**src/rtl/spi_seq_pkg.sv**
```systemverilog
// Shared types and helpers for the SPI register sequencer.
package spi_seq_pkg;

  typedef enum logic [2:0] {
    IDLE,
    ISSUE,
    WAIT,
    GAP,
    RESPOND
  } seq_state_t;

  localparam logic RW_READ  = 1'b1;
  localparam logic RW_WRITE = 1'b0;

  // One direction bit, then the address, then the register data field.
  function automatic int frame_len(int addr_w, int reg_w);
    return 1 + addr_w + reg_w;
  endfunction

endpackage

```
**src/rtl/spi_register_sequencer.sv**
```systemverilog
// Turns register read/write commands into framed half-duplex SPI transactions
// and returns one response per command, with timeout and inter-frame gap.
module spi_register_sequencer
  import spi_seq_pkg::*;
#(
  parameter int DATA_WIDTH            = 32,
  parameter int TRANSACTION_LEN_WIDTH = 8,
  parameter int ADDR_WIDTH            = 7,
  parameter int REG_WIDTH             = 16,
  parameter int TIMEOUT_CYCLES        = 1024,
  parameter int GAP_CYCLES            = 4
) (
  input  logic                             fabric_clk,
  input  logic                             reset_n,
  input  logic                             cmd_valid,
  output logic                             cmd_ready,
  input  logic                             cmd_rw,
  input  logic [ADDR_WIDTH-1:0]            cmd_addr,
  input  logic [REG_WIDTH-1:0]             cmd_wdata,
  output logic                             transaction_valid,
  input  logic                             transaction_ready,
  output logic [TRANSACTION_LEN_WIDTH-1:0] transaction_length,
  output logic [DATA_WIDTH-1:0]            transaction_data,
  output logic [DATA_WIDTH-1:0]            transaction_rw_mask,
  input  logic                             transaction_done,
  input  logic [DATA_WIDTH-1:0]            transaction_read_data,
  output logic                             rsp_valid,
  input  logic                             rsp_ready,
  output logic [REG_WIDTH-1:0]             rsp_rdata,
  output logic                             rsp_error,
  output logic                             cfg_error,
  output logic                             stray_done
);

  localparam int FRAME_LEN = frame_len(ADDR_WIDTH, REG_WIDTH);
  localparam int BUILD_W   = (FRAME_LEN > DATA_WIDTH) ? FRAME_LEN : DATA_WIDTH;
  localparam int CNT_MAX   = (TIMEOUT_CYCLES > GAP_CYCLES) ? TIMEOUT_CYCLES : GAP_CYCLES;
  localparam int CNT_W     = $clog2(CNT_MAX + 1);

  localparam logic CFG_BAD = (FRAME_LEN > DATA_WIDTH) ||
                             (64'(FRAME_LEN) >= (64'd1 << TRANSACTION_LEN_WIDTH));

  localparam logic [CNT_W-1:0] TIMEOUT_LOAD = CNT_W'(TIMEOUT_CYCLES - 1);
  localparam logic [CNT_W-1:0] GAP_LOAD     = CNT_W'((GAP_CYCLES > 0) ? GAP_CYCLES - 1 : 0);

  seq_state_t           state;
  logic [CNT_W-1:0]     cnt;
  logic                 rw_lat;
  logic [BUILD_W-1:0]   frame_data_wide;
  logic [BUILD_W-1:0]   frame_mask_wide;
  logic [REG_WIDTH-1:0] rd_reg_bits;

  assign transaction_length = TRANSACTION_LEN_WIDTH'(FRAME_LEN);
  assign cfg_error          = CFG_BAD;

  // Frame is built wide enough to never overflow, then cut to the bus width.
  always_comb begin
    frame_data_wide = '0;
    frame_mask_wide = '0;
    frame_data_wide[FRAME_LEN-1] = cmd_rw;
    frame_data_wide[FRAME_LEN-2 -: ADDR_WIDTH] = cmd_addr;
    frame_mask_wide[FRAME_LEN-1 -: ADDR_WIDTH+1] = '1;
    if (cmd_rw == RW_WRITE) begin
      frame_data_wide[REG_WIDTH-1:0] = cmd_wdata;
      frame_mask_wide[REG_WIDTH-1:0] = '1;
    end
  end

  generate
    if (BUILD_W > DATA_WIDTH) begin : g_frame_hi
      logic unused_frame_hi;
      assign unused_frame_hi = ^{frame_data_wide[BUILD_W-1:DATA_WIDTH],
                                 frame_mask_wide[BUILD_W-1:DATA_WIDTH]};
    end
    if (REG_WIDTH <= DATA_WIDTH) begin : g_rd_fit
      assign rd_reg_bits = transaction_read_data[REG_WIDTH-1:0];
      if (REG_WIDTH < DATA_WIDTH) begin : g_rd_hi
        logic unused_rd_hi;
        assign unused_rd_hi = ^transaction_read_data[DATA_WIDTH-1:REG_WIDTH];
      end
    end else begin : g_rd_pad
      assign rd_reg_bits = {{(REG_WIDTH-DATA_WIDTH){1'b0}}, transaction_read_data};
    end
  endgenerate

  always_ff @(posedge fabric_clk or negedge reset_n) begin
    if (!reset_n) begin
      state               <= IDLE;
      cnt                 <= '0;
      rw_lat              <= RW_WRITE;
      cmd_ready           <= 1'b0;
      transaction_valid   <= 1'b0;
      transaction_data    <= '0;
      transaction_rw_mask <= '0;
      rsp_valid           <= 1'b0;
      rsp_rdata           <= '0;
      rsp_error           <= 1'b0;
    end else begin
      case (state)
        IDLE: begin
          cmd_ready <= !CFG_BAD;
          if (cmd_valid && cmd_ready) begin
            cmd_ready           <= 1'b0;
            rw_lat              <= cmd_rw;
            transaction_data    <= frame_data_wide[DATA_WIDTH-1:0];
            transaction_rw_mask <= frame_mask_wide[DATA_WIDTH-1:0];
            transaction_valid   <= 1'b1;
            state               <= ISSUE;
          end
        end
        ISSUE: begin
          if (transaction_ready) begin
            transaction_valid <= 1'b0;
            cnt               <= TIMEOUT_LOAD;
            state             <= WAIT;
          end
        end
        WAIT: begin
          // A done pulse on the terminal-count cycle still counts as success.
          if (transaction_done || cnt == '0) begin
            rsp_error <= !transaction_done;
            rsp_rdata <= (transaction_done && rw_lat == RW_READ) ? rd_reg_bits : '0;
            if (GAP_CYCLES == 0) begin
              rsp_valid <= 1'b1;
              state     <= RESPOND;
            end else begin
              cnt   <= GAP_LOAD;
              state <= GAP;
            end
          end else begin
            cnt <= cnt - CNT_W'(1);
          end
        end
        GAP: begin
          if (cnt == '0) begin
            rsp_valid <= 1'b1;
            state     <= RESPOND;
          end else begin
            cnt <= cnt - CNT_W'(1);
          end
        end
        RESPOND: begin
          if (rsp_ready) begin
            rsp_valid <= 1'b0;
            cmd_ready <= !CFG_BAD;
            state     <= IDLE;
          end
        end
        default: state <= IDLE;
      endcase
    end
  end

  always_ff @(posedge fabric_clk or negedge reset_n) begin
    if (!reset_n) begin
      stray_done <= 1'b0;
    end else if (transaction_done && state != WAIT) begin
      stray_done <= 1'b1;
    end
  end

endmodule

```
**config.mk**
```make
export PLATFORM = sky130hd
export DESIGN_NAME = spi_register_sequencer
export DESIGN_NICKNAME = d
export VERILOG_FILES = /design/src/rtl/spi_seq_pkg.sv /design/src/rtl/spi_register_sequencer.sv
export SDC_FILE = /design/constraint.sdc
export NUM_CORES = 1
export LEC_CHECK = 0
export BUFFER_PORTS_ARGS = -buffer_cell sky130_fd_sc_hd__buf_2
export CORE_ASPECT_RATIO = 1.2
export CORE_MARGIN = 3
export CORE_UTILIZATION = 39
export CTS_CLUSTER_DIAMETER = 200
export DETAILED_ROUTE_END_ITERATION = 12
export HOLD_SLACK_MARGIN = 0.03
export PLACE_DENSITY = 0.69
export SLEW_MARGIN = 40
export SYNTH_ARGS = -nofsm -noshare
export SYNTH_HDL_FRONTEND = slang
export SYNTH_SLANG_ARGS = --single-unit
```
**constraint.sdc**
```tcl
create_clock -name fabric_clk -period 2.2 [get_ports fabric_clk]
set_clock_uncertainty 0.1 [all_clocks]
set_input_delay 0.22 -clock fabric_clk [delete_from_list [all_inputs] [get_ports fabric_clk]]
set_output_delay 0.22 -clock fabric_clk [all_outputs]
set_load 0.005 [all_outputs]
```
==> results.md, run 1 <==
- Setup crit end kind: flip-flop
- Vias in the first global route: 2522
- Finished Core Util: 50.80%
- Hold Path Class: in2reg
- Sequential fraction of the synthesis area: 46.42%
- Layout cell share with drive strength beyond 1: 32.98%
- Max_slew headroom: 60.11%
- Reg2Reg Depth: 7
- Post-Syn Instances: 349
- Via density: 4.704
- RSZ-0062 raised after global routing: false
- Crit path required time: 2.33 ns
- Ys async rst share: 100.0%
- Routed Antenna Nets: 0
- Status: complete, no violations
- Final setup fails: 0
- Syn. warnings: 0
- Cts bufs inserted: 9
- Worst vdd ir: 0.0003379 V
- Initial antenna violation count: 0
- CTS Hold Buffers Added: 26
- Crit path largest cell delay: 0.38 ns
- RePlAce Congestion: 0.7749
- Flop2flop setup slack: 0.15 ns
- Fin cells: 581
- TritonCTS clock tree: yes
- Cell family with most CP delay: simple AND/OR/NAND/NOR gates
- Clock group share of total power: 20.4%
- Largest family of logic cells by synthesized area: simple AND/OR/NAND/NOR gates
- Gr usage total: 16.26%
- Actual slew at the worst max-slew pin: 0.5984 ns
- Setup crit end: cnt[9]$_DFFE_PN0P_
- Top_reg_cell synth: dfrtp_1
- Adder-Cell Fraction of Synth Area: 0.7610%
- Setup_tns: 0 ns
- F_max: 487.6 MHz
- Post-synth cell types: 48
- DR pass1 iterations: 4
- Syn_area_per_cell: 9.422 um^2
- Synthesized area: 3288 um^2
- Row count: 36
- WP depth: 7
- Crit path from: cnt[0]$_DFFE_PN0P_
- Critical R2R Launch: cnt[0]$_DFFE_PN0P_
- Worst r2r dst: cnt[9]$_DFFE_PN0P_
- Number of flops mapped to enable cells by yosys: 0
- Routed wire per std cell: 13.33 um
- Port-buffer cells: 114
- Post-CTS sizing: 0
- Sw Ratio: 38.31%
- Core area: 8153 um^2
- Seq pwr share: 40.8%
- H-tree depth: 3
- Hold Slack: 0.05573 ns
- Hold Fails Final Rpt: 0
- Reg clk slew, reported paths: 0.07 ns
- Slowest CP cell: dfrtp_1
- Grt total ovfl: 0
- Crit path DAT: 2.18 ns
- Final Max Slew Viols: 0
- Initial Utilization: 40.33%
- Xor-xnor portion of the synthesized cell area: 0%
- Clk_lat worst skew: 0.34 ns
- Antenna fix cells: 0
- CP cell instances: inv_1 -> ha_1 -> nor4b_4 -> and3_1 -> buf_4 -> o21a_4 -> nor4_1
- Layout Nets: 526
- Die width: 89.82 um
- Psw: 0.001845 W
- Via count: 2733
- Worst Setup Start Kind: flip-flop
- CTS max path bufs: 2
- Internal power: 0.002971 W
- Worst path buffer plus inverter count: 2
- Flops & latches, synth: 61
- Final period utilization: 93.22%
- Largest net degree at the start of global routing: 62
- PD cells: 1163 nW/um^2
- # fillers: 742
- Die Ht: 106.6 um
- Setup WS pre-CTS: 0.1712 ns
- Synth Area in Simple Gates: 20.24%
- Fin crit period: 2.051 ns
- Compound-cell area share of the yosys netlist: 13.70%
- WL final: 7746 um
- First-pass GRT wire length: 12580 um
- Final worst slack: 0.1491 ns
- Crit path kind: reg2reg
- CTS sink count: 61
- Max-cap viol count: 0
- Initial DRC count: 172
- DRC viols: 0
- # Post-CTS Setup Buffers: 0
- Dpl hpwl: 5149 um
- Dpl cells: 539
- Die area: 9573 um^2
- Power share of the combinational group: 38.9%
- Clk root buf: clkbuf_8
- Critical path fanouts, max: 24
- Multiplexer area fraction after synthesis: 1.218%
- Top Ports: 156
- P_leak: 2.068 nW
- Area Overhead vs Synth: 25.95%
state kept, by name (all words and copies together) (netlist names):
name	count
stray_done	1
cmd_ready	1
rsp_valid	1
rsp_error	1
rw_lat	1
cnt	11
state	3
transaction_valid	1
transaction_data	23
rsp_rdata	16
transaction_rw_mask	2
synth_stat cells (3+ instances only):
cell       n  area, um^2
a21oi_1    7       35.03
o21ai_0   13       65.06
nand2b_1  20       125.1
buf_4     50       375.4
dfrtp_1   61        1526
a311oi_2   3       45.04
nor4_2     3       37.54
nand4_1   16       100.1
nor2_1     7       26.28
nand2_1   49       183.9
nor4_1     3       18.77
buf_6      3       33.78
nor2b_1    3       18.77
nor3_1     3       15.01
inv_1     23       86.33
or3_1      3       18.77
buf_2      6       30.03
o21ai_1   25       125.1
clkbuf_1   8       30.03
and3_1     3       18.77
a31oi_1    6       37.54
worst min-delay path: cells and delay by family:
kind            cells  cell delay [ns]
buf+inv             1             0.09
simple gates        1             0.07
compound gates      1             0.06
worst min path at each step:
| stage | end | slack, ns | start | cells past startpoint |
|---|---|---|---|---|
| after floorplan | cmd_ready$_DFFE_PN0P_ | -0.18 | reset_n | 0 |
| after global placement | rsp_rdata[14]$_DFFE_PN0P_ | 0.16 | reset_n | 2 |
| after detailed placement | rsp_rdata[14]$_DFFE_PN0P_ | 0.16 | reset_n | 2 |
| after CTS | rsp_rdata[12]$_DFFE_PN0P_ | 0.03 | transaction_read_data[12] | 3 |
| after global routing | rsp_rdata[12]$_DFFE_PN0P_ | 0.05 | transaction_read_data[12] | 3 |
| final | rsp_rdata[10]$_DFFE_PN0P_ | 0.06 | transaction_read_data[10] | 3 |
per-layer routing:
layer | up-vias | global-route usage [%] | share of wire [%]
met5 | - | 0 | 0
met4 | 0 | 10.19 | 2.6
met3 | 17 | 3.228 | 5.9
met2 | 108 | 26.67 | 50
met1 | 1271 | 19.73 | 42
li1 | 1337 | - | -
cell families after synthesis:
group / count (synthesis)
flops: 61
other cells: 2
compound gates: 68
fa+ha+maj: 2
buf+inv: 94
simple gates: 119
mux: 3
per-stage QoR:
step                total power, W  cell area (um^2)
floorplan                 0.003286              3374
global placement          0.003755              3689
detailed placement        0.003828              3689
CTS                       0.004869              4141
global route              0.005200              4141
finish                    0.004817              4141
power groups by stage:
| stage | sequential [W] | clock [W] | combinational [W] |
|---|---|---|---|
| finish | 0.00196 | 0.000980 | 0.00187 |
| global route | 0.00204 | 0.00106 | 0.00209 |
| CTS | 0.00196 | 0.00102 | 0.00189 |
| detailed placement | 0.00197 | 0 | 0.00185 |
| global placement | 0.00196 | 0 | 0.00180 |
| floorplan | 0.00188 | 0 | 0.00141 |
cells in the final DEF (no fill, tap or decap), types with 2 or more instances in the layout:
| cell type | n |
|---|---|
| a21oi_1 | 7 |
| nor3_1 | 3 |
| o21ai_0 | 13 |
| or3_1 | 3 |
| a311oi_2 | 3 |
| buf_4 | 9 |
| buf_2 | 114 |
| o211ai_1 | 2 |
| nor2_1 | 7 |
| clkbuf_8 | 10 |
| a311oi_1 | 2 |
| inv_1 | 23 |
| conb_1 | 25 |
| nor2b_1 | 3 |
| and3_1 | 3 |
| nor4_2 | 3 |
| nand2b_1 | 20 |
| ha_1 | 2 |
| dfrtp_1 | 61 |
| nand2_1 | 49 |
| a31oi_1 | 6 |
| o21ai_1 | 25 |
| dlygate4sd3_1 | 26 |
| clkinv_2 | 2 |
| mux2_4 | 2 |
| nor4_1 | 3 |
| clkbuf_1 | 2 |
| nand4_1 | 16 |
layout make-up:
cell class	instances	area, um^2	share of cell area (%)
Inverter	23	86.33	2.085
Clock buffer	12	145.1	3.505
Multi-Input combinational cell	217	1275	30.79
Clock inverter	4	47.55	1.148
Sequential cell	61	1526	36.86
Timing Repair Buffer	150	918.4	22.18
Tap cell	114	142.6	3.444
(Power assumes the default switching activity.)
==> run 2: changes to the inputs <==
--- a/config.mk
+++ b/config.mk
@@ -13,6 +13,7 @@
 export DETAILED_ROUTE_END_ITERATION = 12
 export HOLD_SLACK_MARGIN = 0.03
 export PLACE_DENSITY = 0.69
+export SETUP_SLACK_MARGIN = 0.15
 export SLEW_MARGIN = 40
 export SYNTH_ARGS = -nofsm -noshare
 export SYNTH_HDL_FRONTEND = slang
==> run 2 against run 1 <==
Compared with the run above:
- combinational power up 3%
- wire length up 2.6%
- count of clock-buffer cells in the layout unchanged
- non-clock buffer count up 1
- largest power group unchanged
- critical path depth unchanged
- total power up 1.5%
- register-to-register slack better by 0.09 ns
- flip-flop and latch count unchanged
- final area up 1.1%
- sequential power about the same
==> results.md, run 2 (synthesis results as in run 1) <==
- Initial antenna violation count: 0 (unchanged)
- RSZ-0062 raised after global routing: true
- Crit path kind: reg2reg
- Critical path fanouts, max: 5 (-79%)
- First-pass GRT wire length: 12610 um (+0.28%)
- PD cells: 1167 nW/um^2 (+0.38%)
- Clk_lat worst skew: 0.35 ns (about the same)
- Crit path DAT: 2.08 ns (-0.10 ns)
- CTS sink count: 61 (unchanged)
- Die area: 9573 um^2 (unchanged)
- Dpl hpwl: 5149 um (unchanged)
- Routed wire per std cell: 13.63 um (+2.2%)
- RePlAce Congestion: 0.7749 (unchanged)
- Fin crit period: 1.964 ns (-0.08675 ns)
- Reg with most FFs: transaction_data
- Final setup fails: 0 (unchanged)
- Layout Nets: 528 (+0.38%)
- Crit path required time: 2.31 ns (-0.02 ns)
- Critical R2R Launch: cnt[0]$_DFFE_PN0P_
- DRC viols: 0 (unchanged)
- Reg2Reg Depth: 7 (unchanged)
- DR pass1 iterations: 4 (unchanged)
- Antenna fix cells: 0 (unchanged)
- Max_slew headroom: 60.55% (+0.45 points)
- WL final: 7944 um (+2.6%)
- Final Max Slew Viols: 0 (unchanged)
- F_max: 509.1 MHz (+4.4%)
- TritonCTS clock tree: yes
- Hold Path Class: in2reg
- Initial Utilization: 40.33% (unchanged)
- Gr usage total: 16.29% (+0.030 points)
- CTS max path bufs: 2 (unchanged)
- Worst hold endpoint: rsp_rdata[10]$_DFFE_PN0P_
- Top flop regs: transaction_data x23, rsp_rdata x16, cnt x11
- Die Ht: 106.6 um (unchanged)
- Top Ports: 156 (unchanged)
- Clk root buf: clkbuf_8
- Hold path start: transaction_read_data[10]
- H-tree depth: 3 (unchanged)
- Area of the multi-input gates: 1315 um^2 (+3.1%)
- DR WL met2: 3964 um (+3.0%)
- Setup_tns: 0 ns (unchanged)
- P_leak: 2.088 nW (+0.99%)
- Max reg flops: 23 (unchanged)
- Most common cell after layout, fill and taps aside: buf_2
- M1 WL: 3310 um (+2.1%)
- Fin cells: 583 (+0.34%)
- Highest metal used: met4
- Hold Path Depth: 3 (unchanged)
- Cts bufs inserted: 9 (unchanged)
- Hold Fails Final Rpt: 0 (unchanged)
- Final period utilization: 89.28% (-3.9 points)
- Setup crit end kind: flip-flop
- Worst r2r dst: cnt[8]$_DFFE_PN0P_
- Via count: 2730 (-0.11%)
- Max-cap viol count: 0 (unchanged)
- Die width: 89.82 um (unchanged)
- Status: complete, no violations
- Initial DRC count: 160 (-7.0%)
- Commonest cells after routing, fill and taps aside: 114 x buf_2, 61 x dfrtp_1, 49 x nand2_1
- Grt total ovfl: 0 (unchanged)
- Routed Antenna Nets: 0 (unchanged)
- Largest net degree at the start of global routing: 62 (unchanged)
- # fillers: 740 (-0.27%)
- Core area: 8153 um^2 (unchanged)
- Area Overhead vs Synth: 27.40%
- Sequential cell area: 1526 um^2 (unchanged)
- Actual slew at the worst max-slew pin: 0.5917 ns (-0.006682 ns)
- Layout cell share with drive strength beyond 1: 34.12% (+1.1 points)
- Reg clk slew, reported paths: 0.07 ns (about the same)
- Met3 routed WL: 481 um (+5.9%)
- Vias in the first global route: 2530 (+0.32%)
- Worst Setup Start Kind: flip-flop
- Via density: 4.683 (-0.45%)
- Worst vdd ir: 0.0003382 V (about the same)
- Port-buffer cells: 114 (unchanged)
- Dpl cells: 539 (unchanged)
- Flop2flop setup slack: 0.24 ns (+0.09 ns)
- Row count: 36 (unchanged)
[run 2: changes by cell type in the layout (fill, tap and decap cells not counted), sizes merged]
cell  previous run  this run
buf            124       125
o21a             1         2
[run 2: worst max-delay path, cell delays in order, from the launching register on]
cell and delay (ns):
dfrtp_1 0.36, inv_1 0.07, ha_1 0.19, nor4b_4 0.14
and3_2 0.25, buf_4 0.17, a2111oi_1 0.44, nor4_1 0.10
[run 2: worst max path at each step]
stage / from / endpoint / slack, ns / depth (start not counted)
after floorplan: cnt[0]$_DFFE_PN0P_ / cnt[10]$_DFFE_PN0P_ / 0.41 / 7
after CTS: cnt[0]$_DFFE_PN0P_ / cnt[8]$_DFFE_PN0P_ / 0.15 / 7
after global routing: cnt[1]$_DFFE_PN0P_ / cnt[8]$_DFFE_PN0P_ / 0.10 / 7
after detailed placement: cnt[0]$_DFFE_PN0P_ / cnt[9]$_DFFE_PN0P_ / 0.17 / 7
after global placement: cnt[0]$_DFFE_PN0P_ / cnt[8]$_DFFE_PN0P_ / 0.22 / 7
final: cnt[0]$_DFFE_PN0P_ / cnt[8]$_DFFE_PN0P_ / 0.24 / 7
[run 2: report_power, final]
part / total (W) / internal, W / switching, W / leakage [nW]
registers: 0.00198 / 0.00155 / 0.000429 / 0.760
logic: 0.00193 / 0.000905 / 0.00103 / 1.23
clock network: 0.000983 / 0.000551 / 0.000432 / 0.0964
[run 2: final cells by class]
| class | count | share of cell area [%] |
|---|---|---|
| flip-flops and latches | 61 | 36.44 |
| well taps | 114 | 3.405 |
| multi-input cells | 218 | 31.39 |
| repair buffers | 151 | 22.10 |
| clock buffers | 12 | 3.465 |
| inverters | 23 | 2.061 |
| clock inverters | 4 | 1.135 |
[run 2: repair_timing]
action	4_1_cts	5_1_grt
hold endpoints to repair	86	0
setup buffers	0	1
hold buffers	26	0
endpoints found under the setup margin	1	25
pin swaps	0	1
gates cloned	0	1
gates resized for setup	1	6
[run 2: metal layers]
layer / global-route usage, % / vias to the layer above
li1: - / 1342
met1: 19.82 / 1267
met2: 26.67 / 106
met3: 3.228 / 15
met4: 10.19 / 0
met5: 0 / -
[run 2: stage by stage]
step / area (um^2) / util (%) / setup slack (ns) / hold slack, ns / total power (W)
6_report: 4189 / 51.38 / 0.2358 / 0.05146 / 0.004890
5_1_grt: 4189 / 51.38 / 0.1008 / 0.04928 / 0.005272
4_1_cts: 4148 / 50.87 / 0.1542 / 0.03265 / 0.004879
3_5_place_dp: 3689 / 45.24 / 0.1712 / 0.1608 / 0.003828
3_3_place_gp: 3689 / 45.24 / 0.2241 / 0.1559 / 0.003755
2_1_floorplan: 3374 / - / 0.4083 / -0.1756 / 0.003286
